**src/rtl/handshake_protocol_monitor_if.sv**
```systemverilog
// Ready/valid bundle for N_CH independent channels.
// Ports: valid, ready (N_CH), data (N_CH*DATA_W); master/slave/monitor views.
interface handshake_protocol_monitor_if #(
   parameter int N_CH   = 3,
   parameter int DATA_W = 4
);
   logic [N_CH-1:0]        valid;
   logic [N_CH-1:0]        ready;
   logic [N_CH*DATA_W-1:0] data;

   modport master (
      output valid,
      output data,
      input  ready
   );

   modport slave (
      input  valid,
      input  data,
      output ready
   );

   // Passive observer: sees everything, drives nothing.
   modport monitor (
      input valid,
      input ready,
      input data
   );
endinterface

```
**src/rtl/handshake_protocol_monitor.sv**
```systemverilog
// Passive per-channel ready/valid protocol checker with sticky errors.
// Ports: CLK, RESET, clear, bus (monitor), err_* flags, xfer_count, first_err_*.
module handshake_protocol_monitor #(
   parameter int N_CH      = 3,
   parameter int DATA_W    = 4,
   parameter int MAX_STALL = 15,
   parameter int CNT_W     = 16
) (
   input  logic                    CLK,
   input  logic                    RESET,
   input  logic                    clear,
   handshake_protocol_monitor_if.monitor bus,
   output logic [N_CH-1:0]         err_valid_drop,
   output logic [N_CH-1:0]         err_data_change,
   output logic [N_CH-1:0]         err_stall_timeout,
   output logic [N_CH*CNT_W-1:0]   xfer_count,
   output logic                    any_error,
   output logic                    first_err_valid,
   output logic [((N_CH > 1) ? $clog2(N_CH) : 1)-1:0] first_err_ch
);

   localparam int CH_W = (N_CH > 1) ? $clog2(N_CH) : 1;
   localparam int SW   = $clog2(MAX_STALL + 1);
   localparam logic [SW-1:0] MS = SW'(MAX_STALL);

   typedef enum logic {IDLE, WAIT} st_t;

   st_t               st_q     [N_CH];
   st_t               st_d     [N_CH];
   logic [SW-1:0]     stall_q  [N_CH];
   logic [SW-1:0]     stall_d  [N_CH];
   logic [DATA_W-1:0] shadow_q [N_CH];
   logic [DATA_W-1:0] shadow_d [N_CH];
   logic [CNT_W-1:0]  cnt_q    [N_CH];

   logic [N_CH-1:0] new_vd, new_dc, new_to, xfer;
   logic [N_CH-1:0] vd_keep, dc_keep, to_keep;
   logic [N_CH-1:0] vd_d, dc_d, to_d, rise;
   logic            fev_d;
   logic [CH_W-1:0] fch_d;

   // Channel FSMs: next state, stall count, shadow and violations.
   always_comb begin
      new_vd = '0;
      new_dc = '0;
      new_to = '0;
      xfer   = '0;
      for (int i = 0; i < N_CH; i++) begin
         logic [DATA_W-1:0] d;
         d           = bus.data[i*DATA_W +: DATA_W];
         st_d[i]     = st_q[i];
         stall_d[i]  = stall_q[i];
         shadow_d[i] = shadow_q[i];
         xfer[i]     = bus.valid[i] & bus.ready[i];
         unique case (st_q[i])
            IDLE: begin
               if (bus.valid[i] && !bus.ready[i]) begin
                  st_d[i]     = WAIT;
                  shadow_d[i] = d;
                  stall_d[i]  = SW'(1);
                  if (MS == SW'(1)) new_to[i] = 1'b1;
               end
            end
            WAIT: begin
               if (!bus.valid[i]) begin
                  new_vd[i]  = 1'b1;
                  st_d[i]    = IDLE;
                  stall_d[i] = '0;
               end else begin
                  if (d != shadow_q[i]) new_dc[i] = 1'b1;
                  if (bus.ready[i]) begin
                     st_d[i]    = IDLE;
                     stall_d[i] = '0;
                  end else if (stall_q[i] < MS) begin
                     // Saturation keeps timeout to one shot per episode.
                     stall_d[i] = stall_q[i] + SW'(1);
                     if (stall_d[i] == MS) new_to[i] = 1'b1;
                  end
               end
            end
            default: st_d[i] = IDLE;
         endcase
      end
   end

   // Sticky flags; a violation on a clear edge still sets its flag.
   always_comb begin
      vd_keep = clear ? '0 : err_valid_drop;
      dc_keep = clear ? '0 : err_data_change;
      to_keep = clear ? '0 : err_stall_timeout;
      vd_d    = vd_keep | new_vd;
      dc_d    = dc_keep | new_dc;
      to_d    = to_keep | new_to;
      rise    = (new_vd & ~vd_keep) | (new_dc & ~dc_keep)
              | (new_to & ~to_keep);
      fev_d   = clear ? 1'b0 : first_err_valid;
      fch_d   = clear ? '0 : first_err_ch;
      if (!fev_d && (|rise)) begin
         fev_d = 1'b1;
         for (int i = N_CH - 1; i >= 0; i--) begin
            if (rise[i]) fch_d = CH_W'(i);
         end
      end
   end

   always_ff @(posedge CLK) begin
      if (RESET) begin
         err_valid_drop    <= '0;
         err_data_change   <= '0;
         err_stall_timeout <= '0;
         any_error         <= 1'b0;
         first_err_valid   <= 1'b0;
         first_err_ch      <= '0;
         for (int i = 0; i < N_CH; i++) begin
            st_q[i]     <= IDLE;
            stall_q[i]  <= '0;
            shadow_q[i] <= '0;
            cnt_q[i]    <= '0;
         end
      end else begin
         err_valid_drop    <= vd_d;
         err_data_change   <= dc_d;
         err_stall_timeout <= to_d;
         any_error         <= |{vd_d, dc_d, to_d};
         first_err_valid   <= fev_d;
         first_err_ch      <= fch_d;
         for (int i = 0; i < N_CH; i++) begin
            st_q[i]     <= st_d[i];
            stall_q[i]  <= stall_d[i];
            shadow_q[i] <= shadow_d[i];
            if (xfer[i] && (cnt_q[i] != '1))
               cnt_q[i] <= cnt_q[i] + CNT_W'(1);
         end
      end
   end

   for (genvar g = 0; g < N_CH; g++) begin : g_cnt
      assign xfer_count[g*CNT_W +: CNT_W] = cnt_q[g];
   end

endmodule

```
**src/flat_wrapper.sv**
```systemverilog
// flat-port wrapper written by rule: the top's interface ports become plain ports
module handshake_protocol_monitor_flat 
#(
   parameter int N_CH      = 3,
   parameter int DATA_W    = 4,
   parameter int MAX_STALL = 15,
   parameter int CNT_W     = 16
)
  (CLK, RESET, clear, err_valid_drop, err_data_change, err_stall_timeout, xfer_count, any_error, first_err_valid, first_err_ch, bus_valid, bus_ready, bus_data);
  handshake_protocol_monitor_if #(.N_CH(N_CH), .DATA_W(DATA_W)) bus_i ();
  input  logic CLK;
  input  logic RESET;
  input  logic clear;
  output logic [N_CH-1:0] err_valid_drop;
  output logic [N_CH-1:0] err_data_change;
  output logic [N_CH-1:0] err_stall_timeout;
  output logic [N_CH*CNT_W-1:0] xfer_count;
  output logic any_error;
  output logic first_err_valid;
  output logic [((N_CH > 1) ? $clog2(N_CH) : 1)-1:0] first_err_ch;
  input wire logic [$bits(bus_i.valid)-1:0] bus_valid;
  input wire logic [$bits(bus_i.ready)-1:0] bus_ready;
  input wire logic [$bits(bus_i.data)-1:0] bus_data;
  assign bus_i.valid = bus_valid;
  assign bus_i.ready = bus_ready;
  assign bus_i.data = bus_data;
  handshake_protocol_monitor #(.N_CH(N_CH), .DATA_W(DATA_W), .MAX_STALL(MAX_STALL), .CNT_W(CNT_W)) u_core (.CLK(CLK), .RESET(RESET), .clear(clear), .bus(bus_i), .err_valid_drop(err_valid_drop), .err_data_change(err_data_change), .err_stall_timeout(err_stall_timeout), .xfer_count(xfer_count), .any_error(any_error), .first_err_valid(first_err_valid), .first_err_ch(first_err_ch));
endmodule
```
**config.mk**
```make
export PLATFORM = sky130hd
export DESIGN_NAME = handshake_protocol_monitor_flat
export DESIGN_NICKNAME = d
export VERILOG_FILES = /design/src/rtl/handshake_protocol_monitor_if.sv /design/src/rtl/handshake_protocol_monitor.sv /design/src/flat_wrapper.sv
export SDC_FILE = /design/constraint.sdc
export NUM_CORES = 1
export LEC_CHECK = 0
export ABC_AREA = 0
export CAP_MARGIN = 20
export CORE_MARGIN = 1.5
export CORE_UTILIZATION = 53
export DETAILED_ROUTE_END_ITERATION = 7
export PLACE_DENSITY = 0.91
export REMOVE_ABC_BUFFERS = 1
export SLEW_MARGIN = 20
export SYNTH_ARGS = -nofsm -noshare
export SYNTH_HDL_FRONTEND = slang
export SYNTH_SLANG_ARGS = --single-unit
```
**constraint.sdc**
```tcl
create_clock -name CLK -period 3.1 [get_ports CLK]
set_clock_uncertainty 0.05 [all_clocks]
set_input_delay 0.465 -clock CLK [delete_from_list [all_inputs] [get_ports CLK]]
set_output_delay 0.465 -clock CLK [all_outputs]
set_load 0.05 [all_outputs]
```
; ---- After elaboration in Yosys (flattened, before gate mapping)
; Memory sizes are Yosys's and may differ from the RTL's.
; Index checks and enable logic that the tools add are counted.
[classes]
add_sub_neg = 6
n_lt_le_gt_ge = 3
eq_ne = 9
n_mux = 97
bitwise_logic = 29
n_reduce_logical = 13
[ops]
columns = cell, count
row1 = $mux W4, 24
row2 = $mux W1, 56
row3 = $add A16 B1 Y16 const B, 3
row4 = $mux W16, 3
row5 = $ne A16 B16 Y1 const B, 3
row6 = $pmux W4 S2, 3
row7 = $or A3 B3 Y3, 5
row8 = $add A4 B1 Y4 const B, 3
row9 = $eq A4 B4 Y1 const B, 3
row10 = $lt A4 B4 Y1 const B, 3
row11 = $ne A4 B4 Y1, 3
row12 = $or A1 B1 Y1, 12
row13 = $mux W2, 5
row14 = $and A3 B3 Y3, 3
row15 = $mux W3, 3
row16 = $not A3 Y3, 3
row17 = $reduce_or A9 Y1, 1
row18 = $logic_and A1 B1 Y1, 7
row19 = $pmux W1 S2, 3
row20 = $logic_not A1 Y1, 4
row21 = $and A1 B1 Y1, 3
row22 = $not A1 Y1, 3
row23 = $reduce_or A3 Y1, 1
[word_totals]
reg_bits = 13
ram_bits = 75
in_bits = 21
word_cells = 167
mem_count = 4
[mem_list]
columns = memory, depth, width, read_ports, rd_ports_with_merged_regs, wr, line
row1 = u_core.cnt_q, 3, 16, 3, 0, 3, handshake_protocol_monitor.sv:34  ; logic [CNT_W-1:0] cnt_q [N_CH];
row2 = u_core.shadow_q, 3, 4, 3, 0, 3, handshake_protocol_monitor.sv:32  ; logic [DATA_W-1:0] shadow_q [N_CH];
row3 = u_core.stall_q, 3, 4, 3, 0, 3, handshake_protocol_monitor.sv:30  ; logic [SW-1:0] stall_q [N_CH];
row4 = u_core.st_q, 3, 1, 3, 0, 3, handshake_protocol_monitor.sv:28  ; st_t st_q [N_CH];

; ---- Longest topological paths before layout
[logic_depth]
ltp_word = 13
depth_mapped = 9
ltp_nobuf = 7

; ---- Least setup slack after synthesis
; OpenSTA, ideal clock, no wires.
[synth_timing]
path_kind = register -> register
from = mem u_core.cnt_q[2][0], in the netlist u_core.cnt_q[0][32]
to = mem u_core.cnt_q[0][0] (data pin)
setup_time_ns = 0.276
arrival_ns = 2.418
t_required_ns = 2.774
path_slack_ns = 0.356
stages_incl_launch_ff = 10
period_less_slack_ns = 2.744
path_cell_list = edfxtp_1 ha_1 nand2_1 or3_1 o311ai_0 nor2_1 nor3_2 buf_4 buf_6 nor2_1
[synth_lines]
columns = item, line
row1 = from (decl), handshake_protocol_monitor.sv:34

==> flow_summary.ini <==
[outcome]
status = finished, final reports clean

[worst_setup_path]
required_ns = 3.14
crit_path_max_incr_delay_ns = 0.44
critPathLaunchType = flip-flop
critPathBufInv = 1
critPathSlowestCell = or3_1
timing.critical_path.cells = ha_1, nand2_1, or3_1, o311ai_0, nor2_1, nor3_4, buf_4, nor2_1
crit_family = simple AND/OR/NAND/NOR gates
crit_arrival_ns = 2.77
cpMostUsedCell = nor2_1
endpoint_kind = flip-flop
critPathMaxFanout = 38
crit_type = flip-flop to flip-flop

[power_and_ir_drop]
ir_worst_vdd_uv = 295
finalPower_uw = 2680
p_leak_uw = 0.00196
power_density_mw_per_mm2 = 477

[clocking]
clk_pin_slew_worst_paths_ns = 0.09
root_buffer = clkbuf_8
cts_tree = done
numCtsBuffers = 9
clkLatencyLatePin_ns = 0.35
cts_sinks = 88
post-cts-setup-buffers = 0
cts_max_level = 3
cts_hold_buf = 0
cts_resized = 0
cts_buffer_depth = 2

[die]
die_w_um = 95.4
num_io_pins = 82
fp.coreArea_mm2 = 0.00826
start_util_pct = 54.8
die_h_um = 95.4
num_rows = 33
die-area_mm2 = 0.00910

[logic_synthesis]
synth_area_mm2 = 0.00452
synth_top_area_cell = edfxtp_1
synth-main-ff-cell = edfxtp_1
synth_cell_types = 47
ys_top_cells_by_count = nor2_1 (86), edfxtp_1 (48), nand2_1 (45)
ys_seq_area_share_pct = 49.6
synth_seq_cells = 88
synth_area_leaders = edfxtp_1 (32%), dfxtp_1 (18%), nor2_1 (7.1%)
syn_avg_cell_area_um2 = 9.29
netlist_instances = 487
yosys_warnings = 0
netlist.area_leader.share_pct = 31.9
synth_edf_count = 48
synthMostInstantiatedCell = nor2_1
synthArstFlopShare_pct = 0

[timing]
finalCritPeriodShare_pct = 88.3
finalHoldViolations = 0
rsz0062_at_grt = no
setup_tns_ns = 0
setup_viol = 0
slew_headroom_pct = 61.1
fin_crit_ns = 2.74
drv_slew = 0
hold_slack_ns = 0.444
setup_ws_ns = 0.364
tightest_slew_ns = 0.582
max_freq_mhz = 365

[global_route]
grt_max_degree = 39
track_usage_pct = 24.3
grt_pass1_vias = 3769
antenna_found_initial = 0
grt.overflow.total = 0
grt_pass1_wl_um = 17300

[route]
detail_route.wl_per_cell_um = 15.4
drtAntennaViolNets = 0
vias_per_cell = 5.69
first_pass_iters = 5
vias = 3872
drtIter0Drc = 221
drt_wl_total_um = 10500
drc = 0

[placement]
place.gp.congestion = 0.887
dp_hpwl_um = 7610
dp_slack_ns = 0.396
dpl.cell_count = 665
port_buffers = 81

[final_layout]
nNetsFinal = 601
n_antenna_cell = 0
final_cells = 681
filler_cell_count = 644
area_growth_pct = 24.4
drive_gt1_share_pct = 4.34

[min_path]
min-delay-path-class = flip-flop to flip-flop

[flow_run]
drv_cap = 0
[power breakdown]
| group | internal (uW) | leakage [uW] | switching (uW) |
|---|---|---|---|
| registers | 1310 | 0.000830 | 83.1 |
| logic | 194 | 0.00105 | 352 |
| clock network | 337 | 0.0000884 | 406 |
[cells by family after synthesis]
group,share of synthesized area (%)
AO/OA/AOI/OAI,10.8
flip-flops,49.6
buffers and inverters,2.96
AND/OR/NAND/NOR,22.5
multiplexers,0.664
adder cells (fa/ha/maj),2.49
XOR/XNOR,11.0
[layout make-up]
type,count,area (um^2),area share [%]
flip-flops and latches,88,2240,39.8
multi-input cells,369,2150,38.3
inverters,16,60.1,1.07
clock buffers,11,153,2.71
repair buffers,87,856,15.2
well taps,105,131,2.33
clock inverters,5,30.0,0.534
[stage by stage]
step / instance area, um^2 / utilization (%)
2_1_floorplan: 4450 / -
3_3_place_gp: 5440 / 65.9
3_5_place_dp: 5440 / 65.9
4_1_cts: 5630 / 68.1
5_1_grt: 5630 / 68.1
6_report: 5630 / 68.1
[final timing paths]
path | startpoint | end | slack (ns) | cells after the start
max | u_core.cnt_q[0][32] | u_core.cnt_q[0][46] | 0.36 | 8
min | u_core.shadow_q[0][7] | u_core.shadow_q[0][7] | 0.44 | 2
max reg2reg | u_core.cnt_q[0][32] | u_core.cnt_q[0][46] | 0.36 | 8
min reg2reg | u_core.shadow_q[0][7] | u_core.shadow_q[0][7] | 0.44 | 2
[layer usage]
layer / part of all wire, % / GRT usage (%) / up-vias / wire (um)
met3: 5.2 / 4.31 / 16 / 542
met4: 1.7 / 8.46 / 0 / 178
met5: 0 / 0 / - / 0
met2: 51 / 42.5 / 127 / 5360
li1: - / - / 1865 / -
met1: 42 / 30.0 / 1864 / 4390
[worst reg2reg max path, cell delays in order, from the launching register on]
cell	delay, ns
edfxtp_1	0.41
ha_1	0.23
nand2_1	0.10
or3_1	0.44
o311ai_0	0.44
nor2_1	0.13
nor3_4	0.14
buf_4	0.38
nor2_1	0.13
[state kept, by name, indices dropped and copies added (netlist names)]
signal and cells:
u_core.cnt_q 48, u_core.shadow_q 12, u_core.stall_q 12, u_core.err_data_change 3, u_core.err_stall_timeout 3, u_core.err_valid_drop 3
u_core.st_q 3, u_core.first_err_ch 2, u_core.any_error 1, u_core.first_err_valid 1
[cells in the final DEF, fill, tap and decap left out, types with 4 or more instances in the layout]
cell type and instances:
a21oi_1 34, nand2b_1 8, nor2b_1 11, nor2_1 86
inv_1 15, clkbuf_8 9, nor4_1 4, xor2_1 30
o21ai_0 29, ha_1 9, edfxtp_1 48, nand2_1 45
or3_1 5, dfxtp_1 40, buf_4 6, nor3_1 8
nand3_1 21, nand4_1 8, clkdlybuf4s50_1 81, xnor2_1 27
Note: power is estimated with default switching activity, not from simulation.
